==> src/rtl/ycrcb_to_rgb_converter.sv <==
// Full-range BT.601 YCrCb -> RGB converter: 3-stage valid/ready pipeline
// with a single-entry input skid buffer so that datain_ready is a flop.
module ycrcb_to_rgb_converter #(
    parameter int DATAIN_WIDTH  = 32,
    parameter int DATAOUT_WIDTH = 32
) (
    input  logic                     clk,
    input  logic                     rst,
    input  logic [DATAIN_WIDTH-1:0]  datain,
    input  logic                     datain_valid,
    output logic                     datain_ready,
    output logic [DATAOUT_WIDTH-1:0] dataout,
    output logic                     dataout_valid,
    input  logic                     dataout_ready
);

    // Q2.14 coefficients, pre-widened to the product width
    localparam logic signed [24:0] KR_C  = 25'sd22970;
    localparam logic signed [24:0] KGB_C = 25'sd5638;
    localparam logic signed [24:0] KGR_C = 25'sd11700;
    localparam logic signed [24:0] KB_C  = 25'sd29032;
    localparam logic signed [26:0] RND_C = 27'sd8192;

    // Drop the 14 fraction bits and clamp to the 8-bit unsigned range.
    function automatic logic [7:0] sat_u8(input logic signed [26:0] sum);
        logic signed [26:0] q;
        logic [7:0]         res;
        q = sum >>> 14;
        if (q < 27'sd0) begin
            res = 8'h00;
        end else if (q > 27'sd255) begin
            res = 8'hFF;
        end else begin
            res = q[7:0];
        end
        return res;
    endfunction

    logic               accept_s;
    logic               en_s;
    logic               skid_full_r;
    logic               skid_full_next_s;
    logic [23:0]        skid_data_r;
    logic [23:0]        src_s;
    logic               datain_unused_s;

    logic               s1_valid_r;
    logic [7:0]         s1_y_r;
    logic signed [8:0]  s1_cr_r;
    logic signed [8:0]  s1_cb_r;
    logic signed [24:0] s1_cr_ext_s;
    logic signed [24:0] s1_cb_ext_s;

    logic               s2_valid_r;
    logic [21:0]        s2_y_r;
    logic signed [24:0] s2_kr_cr_r;
    logic signed [24:0] s2_kgb_cb_r;
    logic signed [24:0] s2_kgr_cr_r;
    logic signed [24:0] s2_kb_cb_r;

    logic signed [26:0] y_ext_s;
    logic signed [26:0] r_sum_s;
    logic signed [26:0] g_sum_s;
    logic signed [26:0] b_sum_s;

    assign accept_s        = datain_valid & datain_ready;
    assign en_s            = ~dataout_valid | dataout_ready;
    assign src_s           = skid_full_r ? skid_data_r : datain[31:8];
    assign datain_unused_s = ^datain[7:0];

    // Skid occupancy: fill when stalled and a pixel arrives, drain on the next advance.
    always_comb begin
        skid_full_next_s = skid_full_r;
        if (en_s && skid_full_r) begin
            skid_full_next_s = 1'b0;
        end else if (accept_s && !en_s) begin
            skid_full_next_s = 1'b1;
        end else begin
            skid_full_next_s = skid_full_r;
        end
    end

    // Skid register and the registered ready flag.
    always_ff @(posedge clk or negedge rst) begin
        if (!rst) begin
            skid_full_r  <= 1'b0;
            skid_data_r  <= 24'd0;
            datain_ready <= 1'b0;
        end else begin
            skid_full_r  <= skid_full_next_s;
            datain_ready <= ~skid_full_next_s;
            if (accept_s && !en_s) begin
                skid_data_r <= datain[31:8];
            end
        end
    end

    // Stage 1: remove the 128 offset from the chroma components.
    always_ff @(posedge clk or negedge rst) begin
        if (!rst) begin
            s1_valid_r <= 1'b0;
            s1_y_r     <= 8'd0;
            s1_cr_r    <= 9'sd0;
            s1_cb_r    <= 9'sd0;
        end else if (en_s) begin
            s1_valid_r <= skid_full_r | accept_s;
            s1_y_r     <= src_s[23:16];
            s1_cr_r    <= $signed({1'b0, src_s[15:8]}) - 9'sd128;
            s1_cb_r    <= $signed({1'b0, src_s[7:0]}) - 9'sd128;
        end
    end

    assign s1_cr_ext_s = {{16{s1_cr_r[8]}}, s1_cr_r};
    assign s1_cb_ext_s = {{16{s1_cb_r[8]}}, s1_cb_r};

    // Stage 2: the four chroma products and the scaled luma term.
    always_ff @(posedge clk or negedge rst) begin
        if (!rst) begin
            s2_valid_r  <= 1'b0;
            s2_y_r      <= 22'd0;
            s2_kr_cr_r  <= 25'sd0;
            s2_kgb_cb_r <= 25'sd0;
            s2_kgr_cr_r <= 25'sd0;
            s2_kb_cb_r  <= 25'sd0;
        end else if (en_s) begin
            s2_valid_r  <= s1_valid_r;
            s2_y_r      <= {s1_y_r, 14'd0};
            s2_kr_cr_r  <= KR_C * s1_cr_ext_s;
            s2_kgb_cb_r <= KGB_C * s1_cb_ext_s;
            s2_kgr_cr_r <= KGR_C * s1_cr_ext_s;
            s2_kb_cb_r  <= KB_C * s1_cb_ext_s;
        end
    end

    assign y_ext_s = $signed({5'd0, s2_y_r});
    assign r_sum_s = y_ext_s + {{2{s2_kr_cr_r[24]}}, s2_kr_cr_r} + RND_C;
    assign g_sum_s = y_ext_s - {{2{s2_kgb_cb_r[24]}}, s2_kgb_cb_r}
                             - {{2{s2_kgr_cr_r[24]}}, s2_kgr_cr_r} + RND_C;
    assign b_sum_s = y_ext_s + {{2{s2_kb_cb_r[24]}}, s2_kb_cb_r} + RND_C;

    // Stage 3: round, saturate and pack; this register is the output port.
    always_ff @(posedge clk or negedge rst) begin
        if (!rst) begin
            dataout_valid <= 1'b0;
            dataout       <= 32'd0;
        end else if (en_s) begin
            dataout_valid <= s2_valid_r;
            dataout       <= {sat_u8(b_sum_s), sat_u8(g_sum_s), sat_u8(r_sum_s), 8'h00};
        end
    end

endmodule

==> config.mk <==
export PLATFORM = sky130hd
export DESIGN_NAME = ycrcb_to_rgb_converter
export DESIGN_NICKNAME = d
export VERILOG_FILES = /design/src/rtl/ycrcb_to_rgb_converter.sv
export SDC_FILE = /design/constraint.sdc
export NUM_CORES = 1
export LEC_CHECK = 0
export CORE_ASPECT_RATIO = 1.25
export CORE_MARGIN = 2
export CORE_UTILIZATION = 55
export DETAILED_ROUTE_END_ITERATION = 8
export PLACE_DENSITY = 0.74
export SETUP_SLACK_MARGIN = 0.05
export SLEW_MARGIN = 25
export SYNTH_ARGS = -nofsm -noshare
export SYNTH_HDL_FRONTEND = slang
export SYNTH_SLANG_ARGS = --single-unit
==> constraint.sdc <==
create_clock -name clk -period 7.31 [get_ports clk]
set_clock_uncertainty 0.05 [all_clocks]
set_input_delay 0.731 -clock clk [delete_from_list [all_inputs] [get_ports clk]]
set_output_delay 0.731 -clock clk [all_outputs]
set_load 0.005 [all_outputs]
==> flow_metrics.env, run 1 <==
export IMPL_synth_commonest_cells="ha_1 (278), inv_1 (245), dfrtp_1 (153)"
export IMPL_crit_path_end_kind="flip-flop"
export IMPL_cts_setup_buffers=0
export IMPL_status="finished clean"
export IMPL_fin_nets=1933
export IMPL_grt_use_met3_pct=2.69
export IMPL_drive_gt1_share_pct=6.73
export IMPL_hold_violations=0
export IMPL_clock_sinks=153
export IMPL_worst_ep_required_time_ns=7.60
export IMPL_wl_per_cell_um=16.1
export IMPL_min_period_over_period_pct=81.2
export IMPL_clk_pin_slew_ns=0.07
export IMPL_synth_top_area_cell="dfrtp_1"
export IMPL_fp_row_count=66
export IMPL_overflow=0
export IMPL_crit_chain="ha_1 -> inv_1 -> fa_1 -> inv_1 -> fa_1 -> inv_1 -> fa_1 -> inv_1 -> ha_1 -> fa_1 -> a21o_1 -> a21oi_1 -> o21bai_1 -> a21oi_1 -> o21bai_1 -> a21oi_1 -> nor2b_1 -> o311ai_1 -> a2111oi_0 -> o21a_1 -> o31ai_1"
export IMPL_die_h_um=186
export IMPL_core_area_sq_um=26100
export IMPL_slew_violations=0
export IMPL_htree_levels=4
export IMPL_top_usage_layer="met2"
export IMPL_start_kind="flip-flop"
export IMPL_post_route_util_pct=61.9
export IMPL_cap_violations=0
export IMPL_syn_area_per_cell_sq_um=9.96
export IMPL_crit_type="flip-flop to flip-flop"
export IMPL_period_needed_ns=5.94
export IMPL_num_vias=10242
export IMPL_die_area_sq_um=28000
export IMPL_netlist_area_sq_um=14600
export IMPL_cp_data_arrival_time_ns=6.22
export IMPL_diodes=0
export IMPL_fmax_mhz=168
export IMPL_relSlewSlack_pct=42.3
export IMPL_clk_latency_ns=0.44
export IMPL_cts_max_path_buffers=2
export IMPL_rsz0062_at_grt="no"
export IMPL_die_w_um=150
export IMPL_fin_setup_tns_ns=0
export IMPL_cts_tree="yes"
export IMPL_worstMarginPinSlew_ns=0.865
export IMPL_ctsHoldBuffers=0
export IMPL_initial_core_util_pct=56.1
export IMPL_yosysUniqueCellTypes=70
export IMPL_synth_top_area_share_pct=26.1
export IMPL_synth_ff_type="dfrtp_1"
export IMPL_synthCells=1471
export IMPL_nFillCells=2175
export IMPL_met1_usage_pct=26.8
export IMPL_wirelength_um=30100
export IMPL_gr_usage_met2_pct=41.7
export IMPL_ys_ff_latch=153
export IMPL_dp_hpwl_um=24300
export IMPL_area_delta_synth_final_pct=10.3
export IMPL_pre_cts_ws_ns=1.36
export IMPL_grt_pass1_vias=10573
export IMPL_grtUsageTotal_pct=22.8
export IMPL_cts_resized=0
export IMPL_drtPass1Iterations=5
export IMPL_port_buffers=53
export IMPL_max_stage_delay_ns=0.53
export IMPL_path_max_fanout=8
export IMPL_synth_most_common_cell="ha_1"
export IMPL_cts_root_buf="clkbuf_16"
export IMPL_viasPerCell=5.48
export IMPL_grt_max_degree=93
export IMPL_setup_ws_ns=1.37
export IMPL_cp_slowest_cell="dfrtp_1"
export IMPL_grt_pass1_wl_um=50800
export IMPL_ys_seq_area_share_pct=26.1
export IMPL_drt_iter0_drc=476
export IMPL_async_flop_share_pct=100
export IMPL_synth_edf_count=0
export IMPL_numCtsBuffers=17
export IMPL_min_path_type="input pin to asynchronous set/reset pin"
export IMPL_ioPinCount=70
export IMPL_yosys_warnings=0
export IMPL_finalSetupViolations=0
export IMPL_drc=0
export IMPL_yosys_top_cells_area="dfrtp_1 (26%), ha_1 (24%), fa_1 (14%), inv_1 (6.3%), xnor2_1 (3.1%)"
export IMPL_place_gp_congestion=0.896
export IMPL_antenna_found_initial=0
export IMPL_ant_nets=0
cell usage in the layout, fill, tap and decap left out, types with 12 or more instances in the layout:
cell / n
ha_1: 278
inv_1: 245
dfrtp_1: 153
fa_1: 102
nand2_1: 101
a21oi_1: 88
o21ai_0: 64
nor2_1: 57
xnor2_1: 52
clkdlybuf4s50_1: 52
mux2_2: 26
mux2i_1: 24
xor2_1: 22
a21o_1: 20
o21bai_1: 17
clkbuf_16: 17
nand3_1: 16
nor3_1: 12
flip-flops by register name, indices dropped and copies added (netlist names):
signal,flops
s2_kb_cb_r,13
dataout,24
skid_full_r,1
s2_y_r,8
s2_kgr_cr_r,22
s1_cr_r,8
s1_cb_r,8
s1_valid_r,1
datain_ready,1
s2_kr_cr_r,12
s2_valid_r,1
dataout_valid,1
s1_y_r,8
s2_kgb_cb_r,21
skid_data_r,24
logic make-up after synthesis:
kind of cell	after synthesis	share of synthesized area, %
buffers and inverters	286	7.54
DFF	153	26.1
and+or+nand+nor	246	7.83
other	1	0.0256
AOI/OAI and AO/OA	281	12.7
muxes	50	3.64
xor gates and xnor gates	74	4.43
adders and majority gates	380	37.7
path summary, 6_finish.rpt:
kind / startpoint / to / slack, ns / cells past startpoint
max: s1_cr_r[1] / s2_kgr_cr_r[22] / 1.37 / 21
min: rst / dataout[24] / 0.29 / 1
max reg2reg: s1_cr_r[1] / s2_kgr_cr_r[22] / 1.37 / 21
min reg2reg: s2_valid_r / s2_valid_r / 0.41 / 2
max in group asynchronous: rst / skid_data_r[0] / 5.79 / 2
min in group clk: s2_valid_r / s2_valid_r / 0.41 / 2
critical path: cells and delay by family, from the launching register on:
family          cells  cell delay, ns
buf+inv             4            0.28
simple gates        1            0.09
compound gates     10            2.14
fa+ha+maj           6            2.75
flops               1            0.53
per-stage QoR:
stage	instances	hold WS [ns]	area, sq um
finish	1870	0.289	16100
global route	1870	0.349	16100
detailed placement	1838	0.398	15500
global placement	1838	0.397	15500
CTS	1870	0.312	16100
floorplan	1478	0.380	14700
cell type report:
cell class	count	area, sq um	share of cell area, %
multi-input cells	1039	9760	60.4
flip-flops and latches	153	3830	23.7
inverters	246	923	5.72
repair buffers	60	588	3.64
clock buffers	18	439	2.72
well taps	340	425	2.63
clock inverters	14	183	1.13
layer usage:
layer  vias to the layer above  part of all wire [%]
met5                         -                     0
li1                       5047                     -
met4                         0                   3.5
met3                        54                   1.9
met1                      5015                    40
met2                       126                    54
Power of run 1 is not shown: default switching activity piles up to over one toggle a cycle in this logic, so the estimate is an artifact.
==> run 2: changes to the inputs <==
--- a/config.mk
+++ b/config.mk
@@ -9,7 +9,7 @@
 export CORE_MARGIN = 2
 export CORE_UTILIZATION = 55
 export DETAILED_ROUTE_END_ITERATION = 8
-export PLACE_DENSITY = 0.74
+export PLACE_DENSITY = 0.77
 export SETUP_SLACK_MARGIN = 0.05
 export SLEW_MARGIN = 25
 export SYNTH_ARGS = -nofsm -noshare
==> constraint.sdc (replaced) <==
create_clock -name clk -period 5.2 [get_ports clk]
set_clock_uncertainty 0.05 [all_clocks]
set_input_delay 0.52 -clock clk [delete_from_list [all_inputs] [get_ports clk]]
set_output_delay 0.52 -clock clk [all_outputs]
set_load 0.005 [all_outputs]
==> flow_metrics.env, run 2 (synthesis gave the netlist of run 1 again) <==
export IMPL_diodes=0
export IMPL_hold_violations=0
export IMPL_start_kind="flip-flop"
export IMPL_crit_chain="buf_6 -> fa_2 -> fa_1 -> fa_1 -> fa_1 -> fa_1 -> ha_1 -> a21oi_2 -> o221ai_2 -> buf_4 -> o31a_1 -> nand4_1 -> a31oi_2 -> buf_4 -> buf_4 -> a21oi_2 -> xor2_1 -> a21oi_1"
export IMPL_ioPinCount=70
export IMPL_min_path_type="input pin to asynchronous set/reset pin"
export IMPL_crit_path_end_kind="flip-flop"
export IMPL_initial_core_util_pct=56.1
export IMPL_min_period_over_period_pct=96.8
export IMPL_path_max_fanout=3
export IMPL_met1_usage_pct=27.1
export IMPL_drc=0
export IMPL_finalSetupViolations=0
export IMPL_grtUsageTotal_pct=23.8
export IMPL_die_h_um=186
export IMPL_worstMarginPinSlew_ns=0.701
export IMPL_ctsHoldBuffers=0
export IMPL_ant_nets=0
export IMPL_layout_common_cells="ha_1 (270), inv_1 (243), dfrtp_1 (147), nand2_1 (100), fa_1 (100)"
export IMPL_place_gp_congestion=0.912
export IMPL_crit_type="flip-flop to flip-flop"
export IMPL_slew_violations=0
export IMPL_period_needed_ns=5.03
export IMPL_grt_max_degree=122
export IMPL_reg2reg_from="s1_cr_r[4]"
export IMPL_die_w_um=150
export IMPL_r2r_end="s2_kr_cr_r[21]"
export IMPL_die_area_sq_um=28000
export IMPL_rsz0062_at_grt="yes"
export IMPL_port_buffers=53
export IMPL_gr_usage_met2_pct=42.8
export IMPL_fmax_mhz=199
export IMPL_wl_per_cell_um=16.6
export IMPL_drive_gt1_share_pct=12.9
export IMPL_crit_cells=18
export IMPL_cp_startpoint="s1_cr_r[4]"
export IMPL_clk_pin_slew_ns=0.07
export IMPL_antenna_found_initial=0
export IMPL_clock_sinks=153
export IMPL_ff2ff_setup_slack_ns=0.17
export IMPL_cp_slowest_cell="fa_1"
export IMPL_crit_end="s2_kr_cr_r[21]"
export IMPL_core_area_sq_um=26100
export IMPL_cts_max_path_buffers=2
export IMPL_top_usage_layer="met2"
export IMPL_top_regs="dataout: 24 flops, skid_data_r: 24 flops, s2_kgr_cr_r: 22 flops"
export IMPL_cap_violations=0
export IMPL_cp_common_cell="fa_1"
export IMPL_relSlewSlack_pct=53.3
export IMPL_area_delta_synth_final_pct=15.0
export IMPL_cts_tree="yes"
export IMPL_dp_hpwl_um=25900
export IMPL_critical_path_top_delay_family="adder cells"
export IMPL_status="finished clean"
export IMPL_max_stage_delay_ns=0.55
export IMPL_drt_iter0_drc=455
export IMPL_fp_row_count=66
export IMPL_htree_levels=4
export IMPL_worst_ep_required_time_ns=5.45
export IMPL_final_common_cell="ha_1"
export IMPL_drtPass1Iterations=5
export IMPL_numCtsBuffers=17
export IMPL_grt_pass1_wl_um=52800
export IMPL_fin_nets=1998
export IMPL_wirelength_um=32200
export IMPL_cp_data_arrival_time_ns=5.29
export IMPL_post_route_util_pct=64.6
export IMPL_cts_root_buf="clkbuf_16"
export IMPL_clk_latency_ns=0.44
export IMPL_overflow=0
export IMPL_rr_worst_depth=18
export IMPL_grt_use_met3_pct=3.06
export IMPL_critPathBufInv=4
export IMPL_grt_pass1_vias=11074
export IMPL_viasPerCell=5.49
export IMPL_num_vias=10632
run 2: how the worst min path moves through the flow:
stage | end | cells after the start | from | slack (ns)
after floorplan | datain_ready | 0 | rst | 0.17
after global placement | s2_valid_r | 2 | s2_valid_r | 0.40
after detailed placement | dataout_valid | 1 | s2_valid_r | 0.41
after CTS | dataout[27] | 1 | rst | 0.05
after global routing | dataout[27] | 1 | rst | 0.08
final | dataout[27] | 1 | rst | 0.03
run 2: what timing repair did:
action                     in CTS  in global routing
pin swaps                       4                 29
setup buffers                   2                  9
resized for setup              10                 32
gates cloned                    0                  0
setup endpoints to repair       6                 13
run 2: cell type report:
type | instances | area, sq um
Clock buffer | 18 | 429
Tap cell | 340 | 425
Multi-Input combinational cell | 1039 | 9970
Fill cell | 2066 | 9250
Clock inverter | 14 | 146
Sequential cell | 153 | 3840
Timing Repair Buffer | 125 | 1110
Inverter | 246 | 923
run 2: worst reg2reg max path, stage by stage (launching register included):
cell,delay [ns]
dfrtp_1,0.42
buf_6,0.14
fa_2,0.38
fa_1,0.55
fa_1,0.44
fa_1,0.51
fa_1,0.43
ha_1,0.30
a21oi_2,0.18
o221ai_2,0.12
buf_4,0.14
o31a_1,0.30
nand4_1,0.14
a31oi_2,0.13
buf_4,0.16
buf_4,0.13
a21oi_2,0.14
xor2_1,0.15
a21oi_1,0.08
run 2: layer usage:
metal,share of wire (%),vias up
met5,0,-
met4,5.5,0
met3,1.9,77
met2,53,166
met1,39,5235
li1,-,5154
run 2: through the flow:
step	instance area, sq um	hold slack (ns)	worst slack, ns	setup TNS, ns	cells
2_1_floorplan	14700	0.174	0.0585	0	1478
3_3_place_gp	16000	0.395	0.0689	0	1892
3_5_place_dp	16000	0.412	-0.132	-0.284	1892
4_1_cts	16600	0.0530	0.0552	0	1926
5_1_grt	16800	0.0814	-0.0544	-0.0793	1935
6_report	16800	0.0256	0.165	0	1935
Power of run 2 is left out for the same reason.
==> run 3: changes to the inputs <==
--- a/config.mk
+++ b/config.mk
@@ -7,9 +7,8 @@
 export LEC_CHECK = 0
 export CORE_ASPECT_RATIO = 1.25
 export CORE_MARGIN = 2
-export CORE_UTILIZATION = 55
+export CORE_UTILIZATION = 40
 export DETAILED_ROUTE_END_ITERATION = 8
-export PLACE_DENSITY = 0.77
 export SETUP_SLACK_MARGIN = 0.05
 export SLEW_MARGIN = 25
 export SYNTH_ARGS = -nofsm -noshare
==> flow_metrics.env, run 3 (synthesis gave the netlist of run 1 again) <==
export IMPL_cp_startpoint="s1_cr_r[4]"
export IMPL_final_common_cell="ha_1"
export IMPL_port_buffers=53
export IMPL_clk_latency_ns=0.45
export IMPL_clk_pin_slew_ns=0.07
export IMPL_cp_slowest_cell="fa_1"
export IMPL_drc=0
export IMPL_area_delta_synth_final_pct=17.3
export IMPL_rr_worst_depth=18
export IMPL_place_gp_congestion=0.933
export IMPL_whs_ns=-0.0135
export IMPL_die_h_um=218
export IMPL_max_stage_delay_ns=0.52
export IMPL_grtUsageTotal_pct=18.1
export IMPL_grt_max_degree=71
export IMPL_ioPinCount=70
export IMPL_dp_hpwl_um=26900
export IMPL_clock_sinks=153
export IMPL_wirelength_um=32700
export IMPL_crit_chain="buf_4 -> fa_1 -> fa_1 -> fa_1 -> fa_1 -> fa_1 -> ha_1 -> a21oi_2 -> o221ai_2 -> buf_4 -> o31a_1 -> nand4_1 -> buf_4 -> nand2_2 -> o21ai_2 -> nand2b_1 -> xor2_1 -> mux2_2"
export IMPL_worstMarginPinSlew_ns=0.671
export IMPL_fmax_mhz=200
export IMPL_min_path_type="input pin to asynchronous set/reset pin"
export IMPL_status="finished, violations left"
export IMPL_fp_row_count=78
export IMPL_htree_levels=4
export IMPL_crit_end="s2_kr_cr_r[19]"
export IMPL_violations="negative hold slack"
export IMPL_min_period_over_period_pct=96.2
export IMPL_critical_path_top_delay_family="adder cells"
export IMPL_crit_type="flip-flop to flip-flop"
export IMPL_path_max_fanout=4
export IMPL_layout_common_cells="ha_1 (267), inv_1 (237), dfrtp_1 (145), fa_1 (100), nand2_1 (99)"
export IMPL_start_kind="flip-flop"
export IMPL_cts_tree="yes"
export IMPL_overflow=0
export IMPL_crit_path_end_kind="flip-flop"
export IMPL_ff2ff_setup_slack_ns=0.20
export IMPL_finalSetupViolations=0
export IMPL_drt_iter0_drc=412
export IMPL_drive_gt1_share_pct=14.5
export IMPL_cts_root_buf="clkbuf_16"
export IMPL_worst_ep_required_time_ns=5.49
export IMPL_cap_violations=0
export IMPL_fin_nets=2012
export IMPL_place_area_sq_um=16200
export IMPL_setup_ws_ns=0.199
export IMPL_initial_core_util_pct=40.4
export IMPL_final_cell_area_sq_um=17200
export IMPL_pre_cts_ws_ns=-0.0462
export IMPL_cts_max_path_buffers=2
export IMPL_core_area_sq_um=36200
export IMPL_cp_data_arrival_time_ns=5.29
export IMPL_numCtsBuffers=17
export IMPL_diodes=0
export IMPL_hold_violations=6
export IMPL_drtPass1Iterations=4
export IMPL_grt_pass1_vias=10949
export IMPL_num_vias=10440
export IMPL_period_needed_ns=5.00
export IMPL_cp_common_cell="fa_1"
export IMPL_die_area_sq_um=38200
export IMPL_rsz0062_at_grt="yes"
export IMPL_top_regs="dataout: 24 flops, skid_data_r: 24 flops, s2_kgr_cr_r: 22 flops"
export IMPL_reg2reg_from="s1_cr_r[4]"
export IMPL_critPathBufInv=3
export IMPL_ant_nets=0
export IMPL_crit_cells=18
export IMPL_ctsHoldBuffers=0
export IMPL_antenna_found_initial=0
export IMPL_slew_violations=0
export IMPL_viasPerCell=5.00
export IMPL_relSlewSlack_pct=54.7
export IMPL_nFillCells=3392
export IMPL_die_w_um=175
export IMPL_wl_per_cell_um=15.6
export IMPL_r2r_end="s2_kr_cr_r[19]"
export IMPL_grt_pass1_wl_um=54500
[run 3: cell types whose count changed in the layout (fill, tap and decap cells not counted), moves of 2 or more]
cell | previous run | this run
ha_1 | 270 | 267
inv_1 | 243 | 237
ha_4 | 7 | 9
inv_8 | 0 | 2
clkinv_2 | 4 | 0
buf_4 | 68 | 85
inv_2 | 2 | 8
dfrtp_1 | 147 | 145
inv_6 | 3 | 6
dfrtp_2 | 6 | 8
buf_12 | 3 | 1
[run 3: layout make-up]
class                   instances  area [sq um]  area share (%)
inverters                     246           923            5.37
clock buffers                  17           425            2.48
well taps                     480           601            3.50
clock inverters                15           183            1.06
repair buffers                139          1190            6.93
flip-flops and latches        153          3840            22.3
multi-input cells            1039         10000            58.3
[run 3: what timing repair did]
item	in CTS	in global routing
setup buffers	5	8
hold endpoints to repair	0	0
pin swaps	3	37
gates cloned	0	0
setup endpoints to repair	5	14
resized for setup	7	49
[run 3: through the flow]
step / setup TNS [ns] / cells / utilization (%)
floorplan: 0 / 1478 / -
global placement: 0 / 2044 / 44.8
detailed placement: -0.0462 / 2044 / 44.8
CTS: 0 / 2081 / 46.7
global route: -0.156 / 2089 / 47.5
finish: 0 / 2089 / 47.5
[run 3: per-layer routing]
metal  up-vias  part of all wire (%)  GRT usage, %
met2       103                    55          33.8
li1       5194                     -             -
met1      5104                    41          20.8
met4         0                   2.6          7.17
met3        39                   1.8          2.28
met5         -                     0             0
[run 3: worst reg2reg max path, stage by stage, from the launching register on]
cell and delay (ns):
dfrtp_1 0.43, buf_4 0.18, fa_1 0.40, fa_1 0.51
fa_1 0.44, fa_1 0.52, fa_1 0.42, ha_1 0.31
a21oi_2 0.17, o221ai_2 0.11, buf_4 0.15, o31a_1 0.29
nand4_1 0.12, buf_4 0.13, nand2_2 0.05, o21ai_2 0.13
nand2b_1 0.08, xor2_1 0.13, mux2_2 0.25
[run 3: how the worst min path moves through the flow]
stage	startpoint	end	slack (ns)	depth (start not counted)
floorplan	rst	datain_ready	0.17	0
global placement	s2_valid_r	s2_valid_r	0.40	2
detailed placement	s2_valid_r	s2_valid_r	0.41	2
CTS	rst	dataout[31]	0.02	1
global route	rst	dataout[30]	0.04	1
finish	rst	s2_kb_cb_r[19]	-0.01	1
Power of run 3 is left out for the same reason.
